==> config.mk <==
export PLATFORM = sky130hd
export DESIGN_NAME = chan_mux_rr
export DESIGN_NICKNAME = d
export VERILOG_FILES = /design/src/rtl/chan_mux_rr.sv
export SDC_FILE = /design/constraint.sdc
export NUM_CORES = 1
export LEC_CHECK = 0
export CORE_MARGIN = 2
export CORE_UTILIZATION = 42
export CTS_BUF_LIST = sky130_fd_sc_hd__clkbuf_16
export CTS_CLUSTER_DIAMETER = 80
export CTS_CLUSTER_SIZE = 20
export DETAILED_ROUTE_END_ITERATION = 7
export GPL_ROUTABILITY_DRIVEN = 1
export PLACE_DENSITY = 0.83
export SLEW_MARGIN = 40
export SYNTH_ARGS = -nofsm -noshare
export SYNTH_HDL_FRONTEND = slang
export SYNTH_SLANG_ARGS = --single-unit
==> constraint.sdc <==
create_clock -name CLK -period 6.9 [get_ports CLK]
set_input_delay 1.38 -clock CLK [delete_from_list [all_inputs] [get_ports CLK]]
set_output_delay 1.38 -clock CLK [all_outputs]
set_load 0.005 [all_outputs]
==> src/rtl/chan_mux_rr.sv <==
// chan_mux_rr
//
// Registered N-channel multiplexer with per-channel valid/ready handshakes.
// A combinational one-hot grant picks one producer each cycle, either
// round-robin from PTR or a forced channel (MODE=1, SEL). The selected word
// is captured in a single output register (one cycle latency, full
// throughput). PTR always moves to the channel after the last one served,
// so round-robin resumes fairly after forced mode.
//
// Optional feature, enabled by defining CHAN_MUX_RR_LAST_EN:
//   packet lock. IN_LAST/OUT_LAST ports are added; once a channel sends a
//   non-LAST word it keeps the grant until its LAST word, ignoring
//   MODE/SEL, and PTR only moves on LAST transfers.
//
// Ports:
//   CLK        in   clock, rising edge
//   RST        in   synchronous active-high reset
//   IN_DATA    in   N_CH*WIDTH, channel i at [i*WIDTH +: WIDTH]
//   IN_VALID   in   N_CH per-channel valid
//   IN_READY   out  N_CH per-channel ready, one-hot or zero
//   MODE       in   0 = round-robin, 1 = forced channel
//   SEL        in   SW forced channel index (out of range grants nothing)
//   IN_LAST    in   N_CH end-of-packet markers (CHAN_MUX_RR_LAST_EN only)
//   OUT_DATA   out  WIDTH registered data
//   OUT_VALID  out  registered valid
//   OUT_READY  in   consumer ready
//   OUT_SEL    out  SW index of the channel that supplied OUT_DATA
//   OUT_LAST   out  registered LAST flag (CHAN_MUX_RR_LAST_EN only)
module chan_mux_rr #(
   parameter int N_CH  = 4,
   parameter int WIDTH = 8,
   parameter int SW    = $clog2(N_CH)
) (
   input  logic                  CLK,
   input  logic                  RST,
   input  logic [N_CH*WIDTH-1:0] IN_DATA,
   input  logic [N_CH-1:0]       IN_VALID,
   output logic [N_CH-1:0]       IN_READY,
   input  logic                  MODE,
   input  logic [SW-1:0]         SEL,
`ifdef CHAN_MUX_RR_LAST_EN
   input  logic [N_CH-1:0]       IN_LAST,
   output logic                  OUT_LAST,
`endif
   output logic [WIDTH-1:0]      OUT_DATA,
   output logic                  OUT_VALID,
   input  logic                  OUT_READY,
   output logic [SW-1:0]         OUT_SEL
);

   logic [SW-1:0]    ptr_q, ptr_d;
   logic [WIDTH-1:0] out_data_q, out_data_d;
   logic             out_valid_q, out_valid_d;
   logic [SW-1:0]    out_sel_q, out_sel_d;

`ifdef CHAN_MUX_RR_LAST_EN
   typedef enum logic {UNLOCKED, LOCKED} lock_state_t;
   lock_state_t      lock_state_q, lock_state_d;
   logic [SW-1:0]    lock_ch_q, lock_ch_d;
   logic             out_last_q, out_last_d;
`endif

   logic             load_en;
   logic             gnt_any;
   logic [SW-1:0]    gnt_idx;
   logic             xfer;
   logic [WIDTH-1:0] data_sel;
   logic [SW-1:0]    ptr_next;

   assign load_en = !out_valid_q || OUT_READY;

   // Grant selection. Descending loops make the last hit the lowest index;
   // in round-robin the second loop (channels >= PTR) overrides the
   // wrap-around candidates below PTR, giving the PTR, PTR+1, ... order.
   always_comb begin
      gnt_any = 1'b0;
      gnt_idx = '0;
`ifdef CHAN_MUX_RR_LAST_EN
      if (lock_state_q == LOCKED) begin
         for (int i = 0; i < N_CH; i++) begin
            if (lock_ch_q == SW'(i) && IN_VALID[i]) begin
               gnt_any = 1'b1;
               gnt_idx = SW'(i);
            end
         end
      end else
`endif
      if (MODE) begin
         for (int i = 0; i < N_CH; i++) begin
            if (SEL == SW'(i) && IN_VALID[i]) begin
               gnt_any = 1'b1;
               gnt_idx = SW'(i);
            end
         end
      end else begin
         for (int i = N_CH - 1; i >= 0; i--) begin
            if (IN_VALID[i] && SW'(i) < ptr_q) begin
               gnt_any = 1'b1;
               gnt_idx = SW'(i);
            end
         end
         for (int i = N_CH - 1; i >= 0; i--) begin
            if (IN_VALID[i] && SW'(i) >= ptr_q) begin
               gnt_any = 1'b1;
               gnt_idx = SW'(i);
            end
         end
      end
   end

   // Ready is forced low during reset so no producer sees a handshake.
   always_comb begin
      IN_READY = '0;
      if (load_en && gnt_any && !RST) begin
         for (int i = 0; i < N_CH; i++) begin
            IN_READY[i] = (gnt_idx == SW'(i));
         end
      end
   end

   assign xfer = load_en && gnt_any && !RST;

   always_comb begin
      data_sel = '0;
      for (int i = 0; i < N_CH; i++) begin
         if (gnt_idx == SW'(i)) data_sel = IN_DATA[i*WIDTH +: WIDTH];
      end
   end

   // Explicit wrap so non-power-of-2 N_CH never reaches N_CH.
   assign ptr_next = (gnt_idx == SW'(N_CH - 1)) ? '0 : gnt_idx + SW'(1);

   always_comb begin
      ptr_d       = ptr_q;
      out_data_d  = out_data_q;
      out_valid_d = out_valid_q;
      out_sel_d   = out_sel_q;
`ifdef CHAN_MUX_RR_LAST_EN
      lock_state_d = lock_state_q;
      lock_ch_d    = lock_ch_q;
      out_last_d   = out_last_q;
`endif
      if (load_en) begin
         if (xfer) begin
            out_data_d  = data_sel;
            out_sel_d   = gnt_idx;
            out_valid_d = 1'b1;
`ifdef CHAN_MUX_RR_LAST_EN
            out_last_d = IN_LAST[gnt_idx];
            if (IN_LAST[gnt_idx]) begin
               ptr_d        = ptr_next;
               lock_state_d = UNLOCKED;
            end else if (lock_state_q == UNLOCKED) begin
               lock_state_d = LOCKED;
               lock_ch_d    = gnt_idx;
            end
`else
            ptr_d = ptr_next;
`endif
         end else begin
            out_valid_d = 1'b0;
         end
      end
   end

   always_ff @(posedge CLK) begin
      if (RST) begin
         ptr_q       <= '0;
         out_data_q  <= '0;
         out_valid_q <= 1'b0;
         out_sel_q   <= '0;
`ifdef CHAN_MUX_RR_LAST_EN
         lock_state_q <= UNLOCKED;
         lock_ch_q    <= '0;
         out_last_q   <= 1'b0;
`endif
      end else begin
         ptr_q       <= ptr_d;
         out_data_q  <= out_data_d;
         out_valid_q <= out_valid_d;
         out_sel_q   <= out_sel_d;
`ifdef CHAN_MUX_RR_LAST_EN
         lock_state_q <= lock_state_d;
         lock_ch_q    <= lock_ch_d;
         out_last_q   <= out_last_d;
`endif
      end
   end

   assign OUT_DATA  = out_data_q;
   assign OUT_VALID = out_valid_q;
   assign OUT_SEL   = out_sel_q;
`ifdef CHAN_MUX_RR_LAST_EN
   assign OUT_LAST  = out_last_q;
`endif

endmodule

==> results.json <==
{
  "synthTopCellsByArea": "dfxtp_1, a211o_1, a221oi_1",
  "holdBufCountCts": 0,
  "grt_pass1_vias": 1160,
  "slew_headroom_pct": 48.4,
  "min_to": "OUT_VALID",
  "areaGrowthSynthToFinish_pct": 58.3,
  "ctsLongestPathBuffers": 2,
  "rsz0062_at_grt": "false",
  "routed_via_density": 5.81,
  "drive_gt1_share_pct": 8.62,
  "die_h_um": 54.1,
  "period_minus_slack_ns": 5.58,
  "fmax_mhz": 179,
  "post_drt_wl_per_cell_um": 15.4,
  "critical-path-max-stage-delay_ns": 0.64,
  "placed_area_um2": 1590,
  "critPathArrivalTime_ns": 4.20,
  "yosysMostFrequentCell": "dfxtp_1",
  "antenna_found_initial": 0,
  "grt.total_usage_pct": 24.0,
  "fin_crit_sh_pct": 80.8,
  "avgSynthCellArea_um2": 8.43,
  "reg2reg_from": "ptr_q[1]",
  "cp_max_fo": 17,
  "p_leak_nw": 0.650,
  "nNetsFinal": 221,
  "maxCapViolations": 0,
  "root_buffer": "clkbuf_16",
  "synth_nets": 171,
  "route.vias.total": 1185,
  "yosysSeqAreaShare_pct": 24.7,
  "crit_required_ns": 5.52,
  "synth-seq-cells": 13,
  "syn_area_um2": 1050,
  "synth_ff_type": "dfxtp_1",
  "hold_path.class": "flip-flop to flip-flop",
  "yosysWarnings": 0,
  "grt_pass1_wl_um": 5060,
  "wirelength_um": 3140,
  "ant_nets": 0,
  "crit_chain": "clkdlybuf4s50_1 > nand4b_1 > o21ai_0 > nor4_1 > inv_1 > ha_1 > and3_2 > clkdlybuf4s50_1",
  "critPathLaunchType": "input pin",
  "synth_cells": 125,
  "dieWidth_um": 54.1,
  "fin_area_um2": 1670,
  "drtIter0Drc": 27,
  "cp-end-kind": "output pin",
  "die_area_um2": 2930,
  "cts_max_level": 1,
  "drc": 0,
  "worst_slew_pin_slew_ns": 0.775,
  "post_cts_resize_count": 0,
  "cp_common_cell": "clkdlybuf4s50_1",
  "r2r.worst_path.cells": 8,
  "synth_top_area_share_pct": 24.7,
  "synthDistinctLibCells": 38,
  "setup_violations": 0,
  "place_hpwl_um": 2380,
  "cts_tree": "yes",
  "slew_viol_final": 0,
  "cts_sinks": 13,
  "synth.top_cells.by_count": "dfxtp_1, a21oi_1, inv_1",
  "clkLatencyLatePin_ns": 0.24,
  "grt_start_max_net_pins": 19,
  "cp_slowest_cell": "nor4_1",
  "grt_overflow": 0,
  "ios": 57,
  "yosysTopAreaCell": "dfxtp_1",
  "coreArea_um2": 2430,
  "status": "finished clean",
  "worstReg2RegEnd": "OUT_DATA[1]",
  "finalHoldViolations": 0,
  "gp_congestion": 0.813,
  "path_class": "input pin to output pin",
  "r2r_setup_slack_ns": 4.09,
  "ir_drop_uv": 131,
  "n_antenna_cell": 0,
  "start_util_pct": 43.3,
  "clk_transition_reported_paths_ns": 0.05,
  "num_rows": 18,
  "numCtsBuffers": 3,
  "hold-path-cell-count": 2,
  "firstDrtPassIters": 5,
  "setup_tns_ns": 0,
  "post_cts_buffers": 0,
  "port_buffers": 56,
  "final.setup_skew_ns": 0.00172,
  "synth_edf_count": 0,
  "p_per_area_nw_per_um2": 193,
  "hold_start": "OUT_VALID",
  "async_flop_share_pct": 0
}
[worst max path at each step]
stage	startpoint	end	slack (ns)	cells after the start
2_1_floorplan	MODE	IN_READY[3]	2.44	9
3_3_place_gp	MODE	IN_READY[3]	1.46	8
3_5_place_dp	MODE	IN_READY[2]	1.32	8
4_1_cts	MODE	IN_READY[2]	1.32	8
5_1_grt	MODE	IN_READY[3]	1.06	8
6_report	MODE	IN_READY[3]	1.32	8
[cell type report]
class | count | area (um2)
multi-input cells | 89 | 686
clock buffers | 3 | 75.1
repair buffers | 56 | 561
flip-flops and latches | 13 | 260
fillers | 194 | 764
well taps | 30 | 37.5
clock inverters | 1 | 3.75
inverters | 12 | 45.0
[metrics by stage]
step / power (mW) / util, % / setup WS [ns] / hold slack [ns] / instances
after floorplan: 0.159 / - / 2.44 / 0.473 / 125
after global placement: 0.209 / 65.3 / 1.46 / 0.479 / 200
after detailed placement: 0.212 / 65.3 / 1.32 / 0.489 / 200
after CTS: 0.322 / 68.6 / 1.32 / 0.497 / 204
after global routing: 0.338 / 68.6 / 1.06 / 0.524 / 204
final: 0.322 / 68.6 / 1.32 / 0.488 / 204
[report_power, final]
| part | switching (mW) | internal, mW | total (mW) |
|---|---|---|---|
| sequential | 0.00658 | 0.0844 | 0.0910 |
| combinational | 0.0541 | 0.0680 | 0.122 |
| clock | 0.0323 | 0.0765 | 0.109 |
[critical path: cells and delay by family]
family	cells	cell delay, ns
adders and majority gates	1	0.42
buffers and inverters	3	1.20
and+or+nand+nor	3	1.10
AOI/OAI and AO/OA	1	0.10
[cells by family after synthesis]
kind of cell,count (synthesis),share of synthesized area (%)
AOI/OAI and AO/OA,48,38.4
and+or+nand+nor,32,17.2
buffers and inverters,23,10.2
DFF,13,24.7
muxes,5,4.75
adders and majority gates,4,4.75
[state kept, by name, indices dropped and copies added, names as in the netlist]
signal	cells
OUT_VALID	1
ptr_q	2
OUT_DATA	8
OUT_SEL	2
[routing by layer]
layer / vias up / part of all wire [%] / global-route usage, % / routed length [um]
met5: - / 0 / 0 / 0
met4: 0 / 2.6 / 12.5 / 82
met2: 65 / 46 / 41.3 / 1430
met1: 536 / 43 / 28.3 / 1350
li1: 574 / - / - / -
met3: 10 / 8.8 / 4.17 / 276
[placed cells by master, fill, tap and decap left out, types with 2 or more instances in the layout]
master	n
clkdlybuf4s50_1	56
and3_2	4
a311oi_1	6
o21ai_0	2
a21oi_1	12
nand2_1	11
nor4_1	2
a211oi_2	3
ha_1	4
clkbuf_16	3
nand2b_1	4
nor2b_1	4
a211o_1	8
mux2i_1	5
inv_1	13
dfxtp_1	13
a221oi_1	7
No activity file was read; power rests on OpenSTA's default activity.
